<file path="src/rtl/alu_sched_defs.vh">
// ============================================================================
// alu_sched_defs.vh : FSM state encodings and alu opcode constants
// Rev 1.0
// ============================================================================
`ifndef ALU_SCHED_DEFS_VH
`define ALU_SCHED_DEFS_VH

localparam logic [2:0] c_ST_IDLE  = 3'd0;
localparam logic [2:0] c_ST_ISSUE = 3'd1;
localparam logic [2:0] c_ST_ISO   = 3'd2;
localparam logic [2:0] c_ST_SLEEP = 3'd3;
localparam logic [2:0] c_ST_WAKE  = 3'd4;

localparam logic [1:0] SEL_AND  = 2'b00;
localparam logic [1:0] SEL_OR   = 2'b01;
localparam logic [1:0] SEL_XOR  = 2'b10;
localparam logic [1:0] SEL_XNOR = 2'b11;

`endif

</file>
<file path="src/rtl/alu_sched_pkg.sv">
`default_nettype none
// ============================================================================
// alu_sched_pkg : shared constants for the alu scheduler
// Rev 1.0
// ============================================================================
package alu_sched_pkg;

`include "alu_sched_defs.vh"

    localparam int c_STATE_W = 3;

endpackage
`default_nettype wire

</file>
<file path="src/rtl/alu_sched_rr_arbiter.sv">
`default_nettype none
// ============================================================================
// rr_arbiter : combinational round-robin arbiter, search starts at ptr+1
// Rev 1.0
// ============================================================================
module rr_arbiter #(
    parameter int NREQ = 4,
    parameter int IDW  = $clog2(NREQ)
) (
    input  logic [NREQ-1:0] req,
    input  logic [IDW-1:0]  ptr,
    input  logic            en,
    output logic [NREQ-1:0] gnt,
    output logic [IDW-1:0]  winner,
    output logic            any_req
);

    logic [31:0] w_idx;

    always_comb begin
        gnt     = '0;
        winner  = '0;
        any_req = 1'b0;
        w_idx   = '0;
        for (int i = 1; i <= NREQ; i++) begin
            w_idx = (32'(ptr) + 32'(i)) % 32'(NREQ);
            if (en && !any_req && req[w_idx[IDW-1:0]]) begin
                any_req                = 1'b1;
                gnt[w_idx[IDW-1:0]]    = 1'b1;
                winner                 = w_idx[IDW-1:0];
            end
        end
    end

endmodule
`default_nettype wire

</file>
<file path="src/rtl/alu_sched.sv">
`default_nettype none
// ============================================================================
// alu_sched : round-robin sharing of one 4-bit alu with idle power sequencing
// Rev 1.0
// ============================================================================
module alu_sched
    import alu_sched_pkg::*;
#(
    parameter int NREQ         = 4,
    parameter int IDW          = 2,
    parameter int IDLE_TIMEOUT = 16,
    parameter int WAKE_CYCLES  = 3
) (
    input  logic              clk,
    input  logic              rst,
    input  logic [NREQ-1:0]   req,
    input  logic [4*NREQ-1:0] op_in1,
    input  logic [4*NREQ-1:0] op_in2,
    input  logic [2*NREQ-1:0] op_sel,
    output logic [NREQ-1:0]   gnt,
    output logic              resp_valid,
    output logic [IDW-1:0]    resp_id,
    output logic [3:0]        resp_data,
    output logic [3:0]        alu_in1,
    output logic [3:0]        alu_in2,
    output logic [1:0]        alu_sel,
    input  logic [3:0]        alu_out,
    output logic              alu_iso,
    output logic              alu_pwr_off
);

    localparam int c_CNT_W  = (IDLE_TIMEOUT > 1) ? $clog2(IDLE_TIMEOUT) : 1;
    localparam int c_WAKE_W = (WAKE_CYCLES > 1) ? $clog2(WAKE_CYCLES) : 1;
    localparam logic [c_CNT_W-1:0]  c_IDLE_LAST = c_CNT_W'(IDLE_TIMEOUT - 1);
    localparam logic [c_WAKE_W-1:0] c_WAKE_LAST = c_WAKE_W'(WAKE_CYCLES - 1);

    logic [c_STATE_W-1:0] r_state;
    logic [c_CNT_W-1:0]   r_idle_cnt;
    logic [c_WAKE_W-1:0]  r_wake_cnt;
    logic [IDW-1:0]       r_ptr;
    logic [IDW-1:0]       r_id;
    logic [3:0]           r_alu_in1;
    logic [3:0]           r_alu_in2;
    logic [1:0]           r_alu_sel;
    logic                 r_resp_valid;
    logic [IDW-1:0]       r_resp_id;
    logic [3:0]           r_resp_data;
    logic                 r_alu_iso;
    logic                 r_alu_pwr_off;

    logic                 w_arb_en;
    logic [NREQ-1:0]      w_gnt;
    logic [IDW-1:0]       w_winner;
    logic                 w_any;

    // Gating with rst keeps gnt low while reset is held, even with req pending.
    assign w_arb_en = (r_state == c_ST_IDLE) && !rst;

    rr_arbiter #(
        .NREQ (NREQ),
        .IDW  (IDW)
    ) u_arb (
        .req     (req),
        .ptr     (r_ptr),
        .en      (w_arb_en),
        .gnt     (w_gnt),
        .winner  (w_winner),
        .any_req (w_any)
    );

    always_ff @(posedge clk or posedge rst) begin
        if (rst) begin
            r_state       <= c_ST_IDLE;
            r_idle_cnt    <= '0;
            r_wake_cnt    <= '0;
            r_ptr         <= IDW'(NREQ - 1);
            r_id          <= '0;
            r_alu_in1     <= '0;
            r_alu_in2     <= '0;
            r_alu_sel     <= '0;
            r_resp_valid  <= 1'b0;
            r_resp_id     <= '0;
            r_resp_data   <= '0;
            r_alu_iso     <= 1'b0;
            r_alu_pwr_off <= 1'b0;
        end else begin
            r_resp_valid <= 1'b0;
            case (r_state)
                c_ST_IDLE: begin
                    if (w_any) begin
                        r_alu_in1  <= op_in1[{w_winner, 2'b00} +: 4];
                        r_alu_in2  <= op_in2[{w_winner, 2'b00} +: 4];
                        r_alu_sel  <= op_sel[{w_winner, 1'b0} +: 2];
                        r_id       <= w_winner;
                        r_ptr      <= w_winner;
                        r_idle_cnt <= '0;
                        r_state    <= c_ST_ISSUE;
                    end else begin
                        if (r_idle_cnt != '1) begin
                            r_idle_cnt <= r_idle_cnt + 1'b1;
                        end
                        if ((IDLE_TIMEOUT != 0) && (r_idle_cnt == c_IDLE_LAST)) begin
                            r_state   <= c_ST_ISO;
                            r_alu_iso <= 1'b1;
                        end
                    end
                end
                c_ST_ISSUE: begin
                    r_resp_data  <= alu_out;
                    r_resp_id    <= r_id;
                    r_resp_valid <= 1'b1;
                    r_state      <= c_ST_IDLE;
                end
                c_ST_ISO: begin
                    // A request arriving while isolating skips the power-off step.
                    r_wake_cnt <= '0;
                    if (|req) begin
                        r_state <= c_ST_WAKE;
                    end else begin
                        r_state       <= c_ST_SLEEP;
                        r_alu_pwr_off <= 1'b1;
                    end
                end
                c_ST_SLEEP: begin
                    if (|req) begin
                        r_alu_pwr_off <= 1'b0;
                        r_wake_cnt    <= '0;
                        r_state       <= c_ST_WAKE;
                    end
                end
                c_ST_WAKE: begin
                    if (r_wake_cnt == c_WAKE_LAST) begin
                        r_state    <= c_ST_IDLE;
                        r_alu_iso  <= 1'b0;
                        r_idle_cnt <= '0;
                    end else begin
                        r_wake_cnt <= r_wake_cnt + 1'b1;
                    end
                end
                default: begin
                    r_state       <= c_ST_IDLE;
                    r_alu_iso     <= 1'b0;
                    r_alu_pwr_off <= 1'b0;
                end
            endcase
        end
    end

    assign gnt         = w_gnt;
    assign resp_valid  = r_resp_valid;
    assign resp_id     = r_resp_id;
    assign resp_data   = r_resp_data;
    assign alu_in1     = r_alu_in1;
    assign alu_in2     = r_alu_in2;
    assign alu_sel     = r_alu_sel;
    assign alu_iso     = r_alu_iso;
    assign alu_pwr_off = r_alu_pwr_off;

endmodule
`default_nettype wire

</file>
<file path="config.mk">
export PLATFORM = sky130hd
export DESIGN_NAME = alu_sched
export DESIGN_NICKNAME = d
export VERILOG_FILES = /design/src/rtl/alu_sched_pkg.sv /design/src/rtl/alu_sched_rr_arbiter.sv /design/src/rtl/alu_sched.sv
export VERILOG_INCLUDE_DIRS = /design/src /design/src/rtl
export SDC_FILE = /design/constraint.sdc
export NUM_CORES = 1
export LEC_CHECK = 0
export CAP_MARGIN = 15
export CELL_PAD_IN_SITES_DETAIL_PLACEMENT = 0
export CELL_PAD_IN_SITES_GLOBAL_PLACEMENT = 1
export CORE_ASPECT_RATIO = 0.8
export CORE_UTILIZATION = 34
export CTS_CLUSTER_DIAMETER = 120
export DETAILED_ROUTE_END_ITERATION = 10
export MAX_ROUTING_LAYER = met4
export PLACE_DENSITY = 0.85
export SLEW_MARGIN = 20
export SYNTH_ARGS = -nofsm -noshare
export SYNTH_HDL_FRONTEND = slang
export SYNTH_SLANG_ARGS = --single-unit
</file>
<file path="constraint.sdc">
create_clock -name clk -period 3.45 [get_ports clk]
set_input_delay 0.5175 -clock clk [delete_from_list [all_inputs] [get_ports clk]]
set_output_delay 0.5175 -clock clk [all_outputs]
set_load 0.01 [all_outputs]
</file>
==> run summary <==
Chip Width: 93.5 um
final setup margin: 0.162 ns
nets: 396
clock latency on the worst-skew pair: 0.29 ns
quantity of gates resized following cts: 0
PD cells: 820 mW/mm^2
root buffer cell: clkbuf_8
vias in the first global route: 2,000
# IOs: 73
Reg clk slew, reported paths: 0.07 ns
PortBufs: 72
via count: 2,240
Die Area: 0.00703 sq mm
# diodes: 0
routed len/inst: 14.6 um
RSZ-0062 raised after global routing: false
endpoints failing setup: 0
Initial Util: 35.4%
ys async rst share: 100%
Critical Path RT: 2.93 ns
DR vias/cell: 5.31
Post-CTS Hold Buffers: 0
Post-synth EDFFs: 0
antenna violations before repair: 0
max-cap violations: 0
Site Rows: 26
area of the multi-input gates: 0.00137 sq mm
synth warn: 0
clock sink total: 32
filler instances: 620
number of remaining DRC errors: 0
CTS tree: yes
part of the cycle the worst path needs: 95.3%
Mapped Area: 0.00228 sq mm
Yosys reg bits: 32
GPL Wtd Cong: 0.920
synthesized area per cell: 8.72 sq um
worst-path fanout max: 6
synth unique cells: 41
status: finished clean
total gr overflow: 0
Clock Tree Buf Depth: 2
share of layout cells above drive strength 1: 11.8%
Setup Crit Path Kind: flip-flop to output port
FMAX: 304 MHz
Worst VDD drop: 0.273 mV
synthesized instance count: 261
Sequential Area: 803 sq um
first-pass GRT wire length: 10,100 um
pin count of the biggest net entering global routing: 34
setup TNS: 0 ns
Hold Violations, Final: 0
Die Y-Extent: 75.2 um
Tightest Hold Check Type: flip-flop to flip-flop
core area: 0.00644 sq mm
Leak: 1.31 nW
top_reg_cell synth: dfrtp_1
Final ANT Viol Nets: 0
Mapped Nets: 320
Final HPWL DP: 4730 um
Crit. End Element: output port
Worst EP arrival: 2.77 ns
Synth-to-Final Area Change: 42.1%
Clock Skew: 0.00806 ns
final slew viol count: 0
min Tclk post-route: 3.29 ns
sequential share of the synthesized area: 35.3%
pre-CTS WS: 0.136 ns
GRT Total Usage: 19.3%
Rel. slew slack: 39.1%
H-tree levels: 2
cts bufs inserted: 5
Routed WL: 6160 um
postcts setup bufs: 0
initial DRC count: 66
measured slew at the worst slew-check pin: 0.907 ns
Setup crit start kind: flip-flop
Pre-antenna DRT Iters: 4
Tot Pwr: 2.66 mW
[final cells by class]
| cell class | count | area share (%) |
|---|---|---|
| multi-input combinational | 203 | 42.2 |
| sequential | 32 | 24.8 |
| timing repair buffer | 84 | 25.0 |
| tap | 84 | 3.25 |
| inverter | 11 | 1.28 |
| clock inverter | 3 | 1.31 |
| clock buffer | 5 | 2.13 |
[worst max-delay path: stages (launching register included)]
cell             delay (ns)
dfstp_2                0.59
inv_1                  0.07
ha_2                   0.37
mux4_2                 0.55
nand2b_4               0.10
nor3_2                 0.06
a21oi_1                0.16
o21ai_0                0.09
clkdlybuf4s50_1        0.49
[power breakdown]
part / leakage (nW) / internal, mW / switching (mW)
combinational: 0.869 / 0.796 / 0.840
clock: 0.0541 / 0.213 / 0.140
sequential: 0.389 / 0.548 / 0.119
[registers in the layout, indices dropped and copies added (netlist names)]
name,flops
alu_pwr_off,1
r_state,3
alu_iso,1
alu_in2,4
r_ptr,2
resp_id,2
r_id,2
alu_in1,4
resp_data,4
resp_valid,1
r_idle_cnt,4
r_wake_cnt,2
alu_sel,2
[synthesized netlist by cell type, types with 3 or more instances]
cell type	count	area (sq um)
o211ai_1	10	75.1
clkbuf_1	10	37.5
mux2_2	8	90.1
nand2_1	30	113
nor3_1	16	80.1
o2111ai_1	10	87.6
a21oi_1	11	55.1
buf_2	3	15.0
mux2i_1	13	130
o21ai_0	27	135
mux4_2	3	67.6
nand3_1	7	35.0
nor2_1	19	71.3
a22o_1	3	26.3
a31oi_1	4	25.0
or3_1	11	68.8
dfrtp_1	30	751
inv_1	11	41.3
ha_1	9	113
[layout by cell type, fill, tap and decap left out, types with 2 or more instances in the layout]
master           instances
clkdlybuf4s50_1         72
nand2_1                 30
dfrtp_1                 30
o21ai_0                 27
nor2_1                  19
nor3_1                  15
mux2i_1                 13
buf_4                   12
inv_1                   11
or3_1                   11
a21oi_1                 11
o2111ai_1               10
o211ai_1                10
mux2_2                   8
ha_1                     8
nand3_1                  7
clkbuf_8                 5
a31oi_1                  4
a22o_1                   3
mux4_2                   3
nand3b_1                 2
nand2b_1                 2
dfstp_2                  2
[routing by layer]
layer  wire length, um  track usage (%)
met5                 0                -
met4                55             6.15
met3               251             2.53
met2              2760             29.1
met1              3100             26.8
[stage by stage]
stage	cells	area [sq um]	hold slack, ns	utilization (%)
after floorplan	261	2280	0.441	-
after global placement	414	3120	0.457	48.4
after detailed placement	414	3120	0.476	48.4
after CTS	422	3230	0.493	50.1
after global routing	422	3240	0.518	50.3
final	422	3240	0.487	50.3
[cell families after synthesis]
logic type	after synthesis	synth area share [%]
AO/OA/AOI/OAI	74	21.0
adder cells (fa/ha/maj)	9	4.95
buffers and inverters	26	5.11
flip-flops	32	35.3
multiplexers	25	13.3
AND/OR/NAND/NOR	95	20.4
[final timing paths]
check,start,endpoint,slack [ns],cells past startpoint
worst max register to register,r_ptr[0]$_DFFE_PP1P_,alu_in1[2]$_DFFE_PP0P_,0.69,8
worst min register to register,r_id[1]$_DFFE_PP0P_,r_id[1]$_DFFE_PP0P_,0.49,2
min in group asynchronous,rst,r_idle_cnt[1]$_DFFE_PP0P_,0.71,3
max in group asynchronous,rst,r_ptr[1]$_DFFE_PP1P_,2.41,3
worst min-delay path,r_id[1]$_DFFE_PP0P_,r_id[1]$_DFFE_PP0P_,0.49,2
worst max-delay path,r_ptr[0]$_DFFE_PP1P_,gnt[3],0.16,8
No activity file was read; power rests on OpenSTA's default activity.
